`src/rtl/rom_read_arbiter.sv`:
```
// Round-robin arbiter sharing one synchronous ROM between two burst-read requesters.
// Each granted burst drives len+1 consecutive ROM reads and returns beats on the shared rdata.
module rom_read_arbiter #(
  parameter int unsigned AW = 5,
  parameter int unsigned DW = 5,
  parameter int unsigned LW = 3
) (
  input  logic          clk,
  input  logic          rst_n,
  input  logic          req0,
  input  logic [AW-1:0] adr0,
  input  logic [LW-1:0] len0,
  input  logic          req1,
  input  logic [AW-1:0] adr1,
  input  logic [LW-1:0] len1,
  output logic          gnt0,
  output logic          gnt1,
  output logic          rvalid0,
  output logic          rvalid1,
  output logic          done0,
  output logic          done1,
  output logic [DW-1:0] rdata,
  output logic          busy,
  output logic          rom_en,
  output logic [AW-1:0] rom_adr,
  input  logic [DW-1:0] rom_data
);

  localparam logic [1:0] IDLE  = 2'd0;
  localparam logic [1:0] ISSUE = 2'd1;
  localparam logic [1:0] DRAIN = 2'd2;

  logic [1:0]    state_q, state_d;
  logic [AW-1:0] adr_q, adr_d;
  logic [AW-1:0] hold_q, hold_d;
  logic [LW-1:0] cnt_q, cnt_d;
  logic          owner_q, owner_d;
  logic          ptr_q, ptr_d;
  logic          first_q, first_d;
  logic          rv_q;
  logic          win;

  always_comb begin
    state_d = state_q;
    adr_d   = adr_q;
    hold_d  = hold_q;
    cnt_d   = cnt_q;
    owner_d = owner_q;
    ptr_d   = ptr_q;
    first_d = 1'b0;
    win     = 1'b0;
    case (state_q)
      IDLE: begin
        if (req0 || req1) begin
          // Pointer only matters on a tie; a lone requester always wins.
          win     = (req0 && req1) ? ptr_q : req1;
          owner_d = win;
          adr_d   = win ? adr1 : adr0;
          cnt_d   = win ? len1 : len0;
          first_d = 1'b1;
          state_d = ISSUE;
        end
      end
      ISSUE: begin
        adr_d  = adr_q + AW'(1);
        cnt_d  = cnt_q - LW'(1);
        hold_d = adr_q;
        if (cnt_q == '0) state_d = DRAIN;
      end
      DRAIN: begin
        ptr_d   = ~owner_q;
        state_d = IDLE;
      end
      default: state_d = IDLE;
    endcase
  end

  always_ff @(posedge clk or negedge rst_n) begin
    if (!rst_n) begin
      state_q <= IDLE;
      adr_q   <= '0;
      hold_q  <= '0;
      cnt_q   <= '0;
      owner_q <= 1'b0;
      ptr_q   <= 1'b0;
      first_q <= 1'b0;
      rv_q    <= 1'b0;
    end else begin
      state_q <= state_d;
      adr_q   <= adr_d;
      hold_q  <= hold_d;
      cnt_q   <= cnt_d;
      owner_q <= owner_d;
      ptr_q   <= ptr_d;
      first_q <= first_d;
      rv_q    <= (state_q == ISSUE);
    end
  end

  // ROM data returns one cycle after each ISSUE beat, so rv_q marks valid rdata.
  assign rom_en  = (state_q == ISSUE);
  assign rom_adr = rom_en ? adr_q : hold_q;
  assign busy    = (state_q != IDLE);
  assign gnt0    = rom_en && first_q && !owner_q;
  assign gnt1    = rom_en && first_q && owner_q;
  assign rvalid0 = rv_q && !owner_q;
  assign rvalid1 = rv_q && owner_q;
  assign done0   = (state_q == DRAIN) && !owner_q;
  assign done1   = (state_q == DRAIN) && owner_q;
  assign rdata   = rom_data;

endmodule

```
`config.mk`:
```
export PLATFORM = sky130hd
export DESIGN_NAME = rom_read_arbiter
export DESIGN_NICKNAME = d
export VERILOG_FILES = /design/src/rtl/rom_read_arbiter.sv
export SDC_FILE = /design/constraint.sdc
export NUM_CORES = 1
export LEC_CHECK = 0
export ABC_CLOCK_PERIOD_IN_PS = 1530
export CAP_MARGIN = 0
export CORE_MARGIN = 2
export CORE_UTILIZATION = 42
export CTS_CLUSTER_SIZE = 10
export DETAILED_ROUTE_END_ITERATION = 10
export GPL_ROUTABILITY_DRIVEN = 0
export PLACE_DENSITY = 0.79
export SKIP_CTS_REPAIR_TIMING = 1
export SYNTH_ARGS = -nofsm -noshare
export SYNTH_HDL_FRONTEND = slang
export SYNTH_SLANG_ARGS = --single-unit
```
`constraint.sdc`:
```
create_clock -name clk -period 1.53 [get_ports clk]
set_input_delay 0.2295 -clock clk [delete_from_list [all_inputs] [get_ports clk]]
set_output_delay 0.2295 -clock clk [all_outputs]
set_load 0.05 [all_outputs]
```
* After elaboration in Yosys (flattened, before gate mapping)
Cells that the tools add are included.
Word-level totals: bits in latches 0, bits in read-only memories 0, output and inout port bits 18, memories 0, register bits 19, bits in writable memories 0, word-level logic and storage cells 45, input bits 25
Cells by class: add/subtract/negate cells 2, divide/modulo/power cells 0, muxes and demuxes 13, equality and inequality tests 4, reductions and logical operators 17, shift operators 0, order comparisons 0, multipliers 0, bitwise gates (word level) 1
Operators with widths (count):
- 5-bit two-way mux | 3
- 5-bit case mux with 2 select lines | 1
- 1-bit logical AND | 8
- 3-bit two-way mux | 2
- 3-bit case mux with 2 select lines | 1
- 2-bit AND reduction | 3
- 5-bit by 1-bit adder with 5-bit output (second input constant) | 1
- 2-bit two-way mux | 2
- 2-bit case mux with 2 select lines | 1
- 2-bit nonzero test | 2
- 3-bit logical NOT | 1
- 1-bit two-way mux | 3
- 3-bit by 1-bit subtractor with 3-bit output (second input constant) | 1
- 2-bit by 1-bit == test with 1-bit output (second input constant) | 1
- 2-bit == test (second input constant) | 1
- 2-bit logical NOT | 1
- 2-bit by 1-bit != test with 1-bit output (second input constant) | 1
- 2-bit != test (second input constant) | 1
- 1-bit logical NOT | 1
- 1-bit logical OR | 1
- 1-bit NOT | 1

* Longest topological paths before layout
word-level depth 5, depth in mapped cells 6, gate-level depth less buffers 5

* Worst setup path after synthesis
OpenSTA, ideal clock, no wires.
path type reg-to-output, start point reg state_q[1], end point out gnt0, data arrival time 1.801 ns, stages on the path, launching flop included 7, path slack -0.501 ns, path buffers 2, required time 1.300 ns, cell sequence dfrtp_1 nand2b_1 buf_4 inv_2 buf_2 nand2_1 nor2_1
Between the ends: longest elaborated chain between the ends 3
Ends and longest elaborated chain:
- from (decl) | RTL line 33 | logic [1:0] state_q, state_d;
- from (signal assigned) | RTL line 89 | state_q <= state_d;
- 2-bit by 1-bit == test with 1-bit output | RTL line 101 | assign rom_en = (state_q == ISSUE);
- named net rom_en | RTL line 24 | output logic rom_en,
- 1-bit logical AND (2 in series) | RTL line 104 | assign gnt0 = rom_en && first_q && !owner_q;
- to (decl) | RTL line 16 | output logic gnt0,
The timed path passes the listed nets, and every way through them passes these cells.

* Worst setup path in the final report
start point reg state_q[1], end point out rom_adr[4]
Between the ends: longest elaborated chain between the ends 2
Ends and longest elaborated chain:
- 2-bit by 1-bit == test with 1-bit output | RTL line 101
- 5-bit two-way mux
- to (decl) | RTL line 25 | output logic [AW-1:0] rom_adr,
Every way passes these cells.

==> results.md <==
- Worst-Margin Slew: 0.270 ns
- ANT cells: 0
- Detailed placement HPWL: 1890 um
- Initial DRC count: 15
- Die Height: 53.9 um
- Grt total ovfl: 0
- Flops & latches, synth: 19
- Antenna viol nets, final: 0
- XOR/XNOR Fraction of Synth Area: 0.0167
- Worst rel slew slack: 0.820
- Compound-Gate Fraction of Synth Area: 0.134
- Endpoints failing setup: 6
- DP Cell Count: 175
- Die W: 53.9 um
- Peak VDD IR: 1.96 mV
- Adder-Cell Fraction of Synth Area: 0.0358
- Total power: 4.33 mW
- WL final: 2460 um
- Sequential share of power: 0.219
- Worst Slack Setup Final: -0.0354 ns
- Cells after Synth: 114
- MaxCap Viol Count: 0
- Final hold vios: 0
- Sw Ratio: 0.457
- Status: complete, but fails checks
- Worst setup SP type: register
- Slew Viols, Final: 0
- DR WL/cell: 13.5 um
- Simple-gate share of the synthesized area: 0.204
- Worst Setup SP: state_q[1]
- CTS max path bufs: 2
- H-tree Lvls: 1
- Leading cell type in the layout, fill and taps excluded: clkdlybuf4s50_1
- Final worst path period need: 1.57 ns
- Worst path arrival time: 1.34 ns
- Setup TNS Final: -0.118 ns
- Initial antenna violation count: 0
- Residual DRC: 0
- Port Buffers: 32
- Share of the yosys chip area belonging to registers: 0.454
- Largest net degree at the start of global routing: 20
- Int Pwr: 2.35 mW
- CTS clock-pin slew for the worst setup and hold paths: 0.11 ns
- Post-Syn Area: 1050 um^2
- CTS Sinks: 19
- Post-Syn Area per Cell: 9.19 um^2
- Leak: 0.777 nW
- Worst setup EP type: primary output
- Place WS: -0.0759 ns
- Vias in the first global route: 853
- Unique masters post-synth: 29
- First-pass GRT wire length: 3770 um
- Combinational share of power: 0.723
- Syn_nets: 142
- Clock power share: 0.058
- Main combinational cell family by area after synthesis: simple AND/OR/NAND/NOR gates
- R2r startpoint: state_q[1]
- Failing checks: negative setup slack
- CORE AREA: 2410 um^2
- Via count: 963
- Yosys warnings: 0
- Rows: 18
- Final Non-Filler Cells: 183
- CTS tree: yes
- Clk_lat worst skew: 0.29 ns
- Drt first pass iters: 4
- RSZ-0062 raised after global routing: yes
- Die area: 2910 um^2
- Cts bufs inserted: 3
- Root buffer cell: clkbuf_4
- CP Class: register to primary output
- Mux contribution to synthesized area: 0.0502
- CP max FO: 10
- Max Clock Freq: 639 MHz
- Skew final: 0.00427 ns
- Commonest cells after routing, fill and taps aside: clkdlybuf4s50_1 (19), dfrtp_1 (17), buf_12 (14)
- Vias per cell: 5.26
- Share of layout cells above drive strength 1: 0.340
- Worst Hold Class: input pin to async pin
- Hold slack: 0.258 ns
- Psw: 1.98 mW
- Critical Path RT: 1.30 ns
- Layout area overhead: 59.7%
- Top-level I/O count: 43
- Crit share post-route: 1.02
- Total GRT Usage: 0.184
- PD cells: 2590 nW/um^2
- # nets final: 182
- Initial core utilization: 0.435
[registers in the layout, indices dropped and copies added, names as in the netlist]
| name | flops |
|---|---|
| adr_q | 5 |
| hold_q | 5 |
| cnt_q | 3 |
| state_q | 2 |
| first_q | 1 |
| owner_q | 1 |
| ptr_q | 1 |
| rv_q | 1 |
[worst paths after layout]
path	slack, ns	cells past startpoint	to
max in group asynchronous	1.06	2	owner_q
worst min register to register	0.50	2	cnt_q[2]
worst min-delay path	0.26	2	first_q
min in group clk	0.46	0	rdata[2]
worst max register to register	0.11	6	adr_q[3]
worst max-delay path	-0.04	5	rom_adr[4]
[power by group through the flow]
stage	clock, mW	sequential (mW)	combinational, mW
floorplan	0	0.909	1.71
global placement	0	0.936	2.78
detailed placement	0	0.952	2.83
CTS	0.257	0.939	2.84
global route	0.275	0.978	3.33
finish	0.251	0.946	3.13
[area by class of cell]
class	count	area, um^2
Fill cell	169	737
Tap cell	30	37.5
Sequential cell	19	478
Inverter	8	37.5
Multi-Input combinational cell	77	529
Timing Repair Buffer	45	564
Clock buffer	4	26.3
[logic make-up (layout without fill, tap and decap cells)]
kind of cell / after synthesis / count (layout)
mux: 5 / 5
buf+inv: 18 / 57
fa+ha+maj: 3 / 3
flops: 19 / 19
compound gates: 22 / 22
xor+xnor: 2 / 2
simple gates: 45 / 45
[cells in the mapped netlist]
cell type   n  area (um^2)
nand4_1     2         12.5
buf_2       1         5.00
and3_1      5         31.3
nand2_1    21         78.8
and2_1      3         18.8
xor2_1      2         17.5
o221ai_1    2         17.5
nand3_1     2         10.0
mux2i_1     3         30.0
o21ai_0     1         5.00
mux2_2      2         22.5
inv_2       2         7.51
ha_1        3         37.5
a21o_1      3         22.5
dfrtp_1    19          475
inv_1       6         22.5
nand2_2     1         6.26
nor2b_1     1         6.26
o21ai_1     9         45.0
nor2_1      6         22.5
buf_6       2         22.5
o31ai_1     1         7.51
a211oi_1    3         22.5
nand3b_1    1         7.51
a222oi_1    1         10.0
a21oi_1     2         10.0
nor3b_1     1         7.51
nand2b_1    2         12.5
buf_4       7         52.6
[through the flow]
| step | util | instance area [um^2] |
|---|---|---|
| floorplan | - | 1080 |
| global placement | 0.643 | 1550 |
| detailed placement | 0.643 | 1550 |
| CTS | 0.654 | 1580 |
| global route | 0.694 | 1670 |
| finish | 0.694 | 1670 |
[critical path: stages, from the launching register on]
cell and delay [ns]:
dfrtp_1 0.40, nand2b_4 0.18, buf_12 0.15, nand2_2 0.07, nand2_2 0.08, buf_12 0.15
[layer usage]
| metal | track usage | wire, um | vias to the layer above |
|---|---|---|---|
| met2 | 0.280 | 1170 | 43 |
| met4 | 0.0513 | 46 | 0 |
| met3 | 0.0417 | 172 | 8 |
| li1 | - | - | 459 |
| met1 | 0.262 | 1080 | 453 |
| met5 | 0 | 0 | - |
(Power assumes the default switching activity.)
